$ cat config.mk
export PLATFORM = sky130hd
export DESIGN_NAME = mux_pipe_nto1
export DESIGN_NICKNAME = d
export VERILOG_FILES = /design/src/rtl/mux_pipe_nto1.sv
export SDC_FILE = /design/constraint.sdc
export NUM_CORES = 1
export LEC_CHECK = 0
export CORE_MARGIN = 2
export CORE_UTILIZATION = 52
export CTS_CLUSTER_SIZE = 8
export DETAILED_ROUTE_END_ITERATION = 8
export DONT_BUFFER_PORTS = 1
export PLACE_DENSITY_LB_ADDON = 0.12
export SLEW_MARGIN = 25
export SYNTH_ARGS = -nofsm -noshare
export SYNTH_HDL_FRONTEND = slang
export SYNTH_SLANG_ARGS = --single-unit
$ cat constraint.sdc
create_clock -name clk_i -period 0.8 [get_ports clk_i]
set_input_delay 0.04 -clock clk_i [delete_from_list [all_inputs] [get_ports clk_i]]
set_output_delay 0.04 -clock clk_i [all_outputs]
set_load 0.005 [all_outputs]
$ cat src/rtl/mux_pipe_nto1.sv
// N-to-1 selector feeding a DEPTH-stage register pipeline that carries
// valid and select-error tags, with stall (hold) and flush (invalidate).

module mux_pipe_stage #(
    parameter int WIDTH = 5
) (
    input  logic             clk_i,
    input  logic             rst_ni,
    input  logic             flush_i,
    input  logic             stall_i,
    input  logic [WIDTH-1:0] d_i,
    input  logic             v_i,
    input  logic             e_i,
    output logic [WIDTH-1:0] d_o,
    output logic             v_o,
    output logic             e_o
);
    logic [WIDTH-1:0] d_q;
    logic             v_q;
    logic             e_q;

    // Flush wins over stall and only kills the tags; data is left in place.
    always_ff @(posedge clk_i or negedge rst_ni) begin
        if (!rst_ni) begin
            d_q <= '0;
            v_q <= 1'b0;
            e_q <= 1'b0;
        end else if (flush_i) begin
            v_q <= 1'b0;
            e_q <= 1'b0;
        end else if (!stall_i) begin
            d_q <= d_i;
            v_q <= v_i;
            e_q <= e_i;
        end
    end

    assign d_o = d_q;
    assign v_o = v_q;
    assign e_o = e_q;
endmodule

module mux_pipe_nto1 #(
    parameter int               WIDTH       = 5,
    parameter int               NUM_IN      = 4,
    parameter int               SEL_W       = 2,
    parameter int               DEPTH       = 2,
    parameter logic [WIDTH-1:0] DEFAULT_VAL = '0,
    localparam int              OCC_W       = $clog2(DEPTH + 1)
) (
    input  logic                    clk_i,
    input  logic                    rst_ni,
    input  logic [WIDTH*NUM_IN-1:0] in_bus_i,
    input  logic [SEL_W-1:0]        sel_i,
    input  logic                    in_valid_i,
    input  logic                    stall_i,
    input  logic                    flush_i,
    output logic [WIDTH-1:0]        out_o,
    output logic                    out_valid_o,
    output logic                    sel_err_o,
    output logic [OCC_W-1:0]        occupancy_o
);
    logic [WIDTH-1:0]             cap_d;
    logic                         cap_e;
    logic [DEPTH-1:0][WIDTH-1:0]  dat_pipe;
    logic [DEPTH-1:0]             vld_pipe;
    logic [DEPTH-1:0]             err_pipe;
    logic [OCC_W-1:0]             occ;

    // The index compare uses every sel bit, so unused codes fall through
    // to the default/error path instead of aliasing onto a real input.
    always_comb begin
        cap_d = DEFAULT_VAL;
        cap_e = in_valid_i;
        for (int i = 0; i < NUM_IN; i++) begin
            if (sel_i == SEL_W'(i)) begin
                cap_d = in_bus_i[i*WIDTH +: WIDTH];
                cap_e = 1'b0;
            end
        end
    end

    for (genvar s = 0; s < DEPTH; s++) begin : g_stage
        logic [WIDTH-1:0] d_in;
        logic             v_in;
        logic             e_in;

        if (s == 0) begin : g_head
            assign d_in = cap_d;
            assign v_in = in_valid_i;
            assign e_in = cap_e;
        end else begin : g_body
            assign d_in = dat_pipe[s-1];
            assign v_in = vld_pipe[s-1];
            assign e_in = err_pipe[s-1];
        end

        mux_pipe_stage #(.WIDTH(WIDTH)) u_stage (
            .clk_i   (clk_i),
            .rst_ni  (rst_ni),
            .flush_i (flush_i),
            .stall_i (stall_i),
            .d_i     (d_in),
            .v_i     (v_in),
            .e_i     (e_in),
            .d_o     (dat_pipe[s]),
            .v_o     (vld_pipe[s]),
            .e_o     (err_pipe[s])
        );
    end

    always_comb begin
        occ = '0;
        for (int s = 0; s < DEPTH; s++) begin
            occ = occ + OCC_W'(vld_pipe[s]);
        end
    end

    assign out_o       = dat_pipe[DEPTH-1];
    assign out_valid_o = vld_pipe[DEPTH-1];
    assign sel_err_o   = err_pipe[DEPTH-1];
    assign occupancy_o = occ;
endmodule

## Word-level counts from Yosys, hierarchy flattened

Index checks and enable logic that the tools add are counted.
Widths: inputs -> output; s select.

| word-level totals | value |
|---|---|
| bits in registers | 14 |
| bits in latches | 0 |
| bits in writable memories | 0 |
| ROM bits | 0 |
| input bits | 27 |
| output and inout bits | 9 |
| memories | 0 |

| operators by class | value |
|---|---|
| add/sub/neg operators | 1 |
| multipliers | 0 |
| divide/modulo/power cells | 0 |
| $lt $le $gt $ge | 0 |
| eq/ne operators | 4 |
| shift-type cells | 0 |
| multiplexer cells | 16 |
| bitwise operators | 2 |
| reduce and logical (&&, ||, !) cells | 2 |

Operators with widths:

| cell | count |
|---|---|
| $mux 5 | 4 |
| $mux 1 | 12 |
| $eq 2x2->1 const B | 2 |
| $add 1x1->2 | 1 |
| $eq 2x1->1 const B | 1 |
| $logic_not 2->1 | 1 |
| $ne 2x1->1 const B | 1 |
| $not 1->1 | 2 |
| $reduce_and 2->1 | 1 |

## Depth between registers and ports, before layout

| logic depth | value |
|---|---|
| depth in word-level cells | 7 |
| gate-level depth with buffers | 3 |
| depth with buffers taken out | 2 |

## Hierarchy

From an unflattened synthesis, not the netlist that was laid out.

| unflattened totals | value |
|---|---|
| cells, all modules | 42 |
| area total of the unflattened synthesis | 718.2 µm² |

By module, submodules not included:

| module | times used | cells an instance | area an instance (µm²) | sequential area each (µm²) |
|---|---|---|---|---|
| mux_pipe_stage | 2 | 17 | 289.0 | 175.2 |
| mux_pipe_nto1 | 1 | 8 | 140.1 | 0.0 |

## Worst setup path before layout

OpenSTA, ideal clock, no wires.

| path | value |
|---|---|
| path kind | in2reg |
| from | input sel_i[0] |
| to | register g_stage[0].u_stage.d_q[0] |
| setup time | 0.125 ns |
| data arrival time | 0.880 ns |
| slack | -0.205 ns |
| cell stages on the path | 3 |
| cells stage by stage | buf_6 mux4_2 mux2_4 |

| between the ends | value |
|---|---|
| cells in the longest elaborated chain, start to end | 5 |
| elaborated cells on any way between the ends | 8 |

Ends and longest elaborated chain:

| element | RTL line | RTL |
|---|---|---|
| from (decl) | 54 | `input logic [SEL_W-1:0] sel_i,` |
| $logic_not 2->1 | 76 | `if (sel_i == SEL_W'(i)) begin` |
| $mux 5 (3 in series) | 76 |  |
| $mux 5 * | 76 |  |
| to (signal assigned) | 32 | `d_q <= d_i;` |
| to (decl) | 18 | `logic [WIDTH-1:0] d_q;` |

Every way passes the cells marked *; elsewhere a longest branch is shown, timed or not.
A chain may end at the register's enable or synchronous reset.

## Final worst setup path

| path | value |
|---|---|
| from | register g_stage[1].u_stage.v_q |
| to | output occupancy_o[0] |

| between the ends | value |
|---|---|
| cells in the longest elaborated chain, start to end | 1 |

Ends and longest elaborated chain:

| element | RTL line | RTL |
|---|---|---|
| from (decl) | 19 | `logic v_q;` |
| from (signal assigned) | 33 | `v_q <= v_i;` |
| $add 1x1->2 | 115 | `occ = occ + OCC_W'(vld_pipe[s]);` |
| to (decl) | 61 | `output logic [OCC_W-1:0] occupancy_o` |

Every way passes these cells.

==> results.toml <==
[pwr]
power_frac_clock_pct = 21.6
p_leak_nw = 0.3958
pwr-share-comb_pct = 26.8
p_sw_mw = 0.4235
seq_power_share_pct = 51.6
p_per_area_nw_per_um2 = 2131
p_int_mw = 1.379
switching_share_pct = 23.49
ir_worst_vdd_mv = 1.307

[floorplanning]
top_level_ports = 36
rows = 13
design.core.area_sq_um = 1269
die_x_um = 40.25
die_h_um = 40.25
die_area_sq_um = 1620
start_util_pct = 53.85

[flow_run]
maxCapViolCount = 0

[placed_design]
port_buffers = 0
place_congestion = 0.6128
post-place-ws_ns = -0.1151
dp_hpwl_um = 1049
dp.cells = 60

[critical_path]
critPathMaxFanout = 3
slowest_stage = "dfrtp_1"
worstPathCellList = "ha_1"
ff2ff_setup_slack_ns = 0.01
required_ns = 0.76
crit_buf_inv = 0
rr_worst_depth = 1
critical_path_class = "reg -> out"
arrival_ns = 1.01
path_delay_family = "flip-flops"
max_stage_delay_ns = 0.43
r2r-end = "g_stage[0].u_stage.d_o[3]"
cp-start-kind = "flip-flop"
reg2reg_from = "g_stage[0].u_stage.d_o[3]"
crit_path_end_kind = "output pin"

[detailed_routing]
drc = 0
firstDrtPassIters = 2
drt-total-wl_um = 1255
route.vias.total = 396
ant_nets = 0
via_per_inst = 5.910
drtIter0Drc = 3
wl_per_cell_um = 18.73

[clocking]
cts_tree = "done"
clock_path_buffers = 2
clockRootBuffer = "clkbuf_4"
clkSlewWorstSetupHoldPaths_ns = 0.08
postCtsSetupBuffers = 0
cts_sinks = 14
worstSkewPairLatency_ns = 0.28
htree_levels = 1
cts_buffers = 3

[synth]
avgSynthCellArea_sq_um = 16.66
yosysWarningCount = 0
yosys_most_used_dff = "dfrtp_1"
synthSimpleGateAreaFrac_pct = 4.396
synthMuxAreaShare_pct = 40.11
syn-cell-area_sq_um = 683.2
ys_types = 12
synthXorXnorAreaFrac_pct = 0
seq_area_frac_synth_pct = 51.28
ys_ff_latch = 14
synth_nets = 69
yosysTopAreaCell = "dfrtp_1"
synth_top_area_share_pct = 51.28
synth_edf_count = 0
synth_compound_area_share_pct = 0
yosys-top-cells-count = "14 x dfrtp_1, 5 x mux2_4, 5 x mux4_2"
synth_cells = 41
synth_most_common_cell = "dfrtp_1"
ys_async_sr_fraction_pct = 100.0
synthAdderAreaFrac_pct = 1.832
synth_area_leaders = "dfrtp_1 51%, mux4_2 16%, mux2_4 11%"
synth_top_family_by_area = "multiplexers"

[final_layout]
final_cells = 67
diodes = 0
drive_above_1_share_pct = 48.08
area_delta_synth_final_pct = 23.81
fin_nets = 82

[timing]
finalSetupViolations = 7
fmax_mhz = 949.3
final_max_slew_viol_count = 0
setup_slack_ns = -0.2534
tightest_slew_ns = 0.6008
post-route-min-period_ns = 1.053
period_share_pct = 131.7
grt_setup_unrepaired = "true"
skew_ns = 0.002264
slew_headroom_pct = 59.81
hold_viol_final = 0

[global_routing]
track_usage_pct = 18.81
antenna_found_initial = 0
grt_pass1_wl_um = 1773
overflow = 0
grt_start_max_net_pins = 15
first_global_vias = 409

[status]
failed_checks = "setup timing"
status = "finished with violations"

[hold_path]
hold_start = "sel_i[1]"
whs_endpoint = "g_stage[0].u_stage.d_o[2]"
hold_class = "in -> reg"
whs_path_depth = 2
[power groups by stage]
stage	Clock, mW	Combinational (mW)	Sequential, mW
final	0.390	0.482	0.931
after floorplan	0	0.275	0.915
after global placement	0	0.397	0.923
after detailed placement	0	0.409	0.932
after global routing	0.429	0.515	0.948
after CTS	0.386	0.487	0.933
[flip-flops by register name (all words and copies together), names as in the netlist]
signal and flops:
g_stage.u_stage.e_o 2, g_stage.u_stage.v_o 2, g_stage.u_stage.d_o 10
[metrics by stage]
stage	instance area (sq um)	utilization (%)	hold WS [ns]	setup TNS [ns]	total power, mW
after floorplan	705.7	-	-0.2556	-1.706	1.190
after global placement	762.0	60.06	-0.2553	-0.4370	1.320
after detailed placement	762.0	60.06	-0.2552	-0.5216	1.341
after CTS	843.3	66.47	0.06866	-0.6518	1.806
after global routing	845.8	66.67	0.06723	-0.7903	1.892
final	845.8	66.67	0.06875	-0.5693	1.803
[per-layer routing]
layer / routed length (um) / GRT usage, % / vias up
li1: - / - / 174
met1: 444 / 19.03 / 189
met4: 17 / 7.500 / 0
met5: 0 / 0 / -
met2: 646 / 33.47 / 31
met3: 147 / 8.333 / 2
[worst max-delay path by stage]
stage | start | end | cells past startpoint
after detailed placement | sel_i[0] | g_stage[0].u_stage.d_o[3] | 2
final | g_stage[1].u_stage.v_o | occupancy_o[0] | 1
after floorplan | sel_i[0] | g_stage[0].u_stage.d_o[0] | 3
after global routing | g_stage[1].u_stage.v_o | occupancy_o[0] | 1
after global placement | sel_i[0] | g_stage[0].u_stage.d_o[1] | 2
after CTS | g_stage[1].u_stage.v_o | occupancy_o[0] | 1
[cells by family after synthesis]
logic type,after synthesis
buf+inv,2
fa+ha+maj,1
mux,18
flops,14
simple gates,6
[area by class of cell]
class,count,area [sq um]
sequential,14,350.3
clock buffer,3,22.52
timing repair buffer,10,118.9
fill,89,422.9
tap,15,18.77
multi-input combinational,25,335.3
[cells in the final DEF, fill, tap and decap left out, drive strengths merged]
master and n:
mux4 5, dlymetal6s4s 1, clkbuf 3, ha 1
mux2 10, mux2i 3, dlygate4sd3 3, buf 6
dfrtp 14, nor2 5, nand2 1
[what timing repair did]
action | 4_1_cts | 5_1_grt
gates resized for setup | 5 | 1
setup endpoints to repair | 7 | 11
endpoints found under the hold margin | 18 | 0
pin swaps | 1 | 0
hold buffers | 4 | 0
No activity file was read; power rests on OpenSTA's default activity.
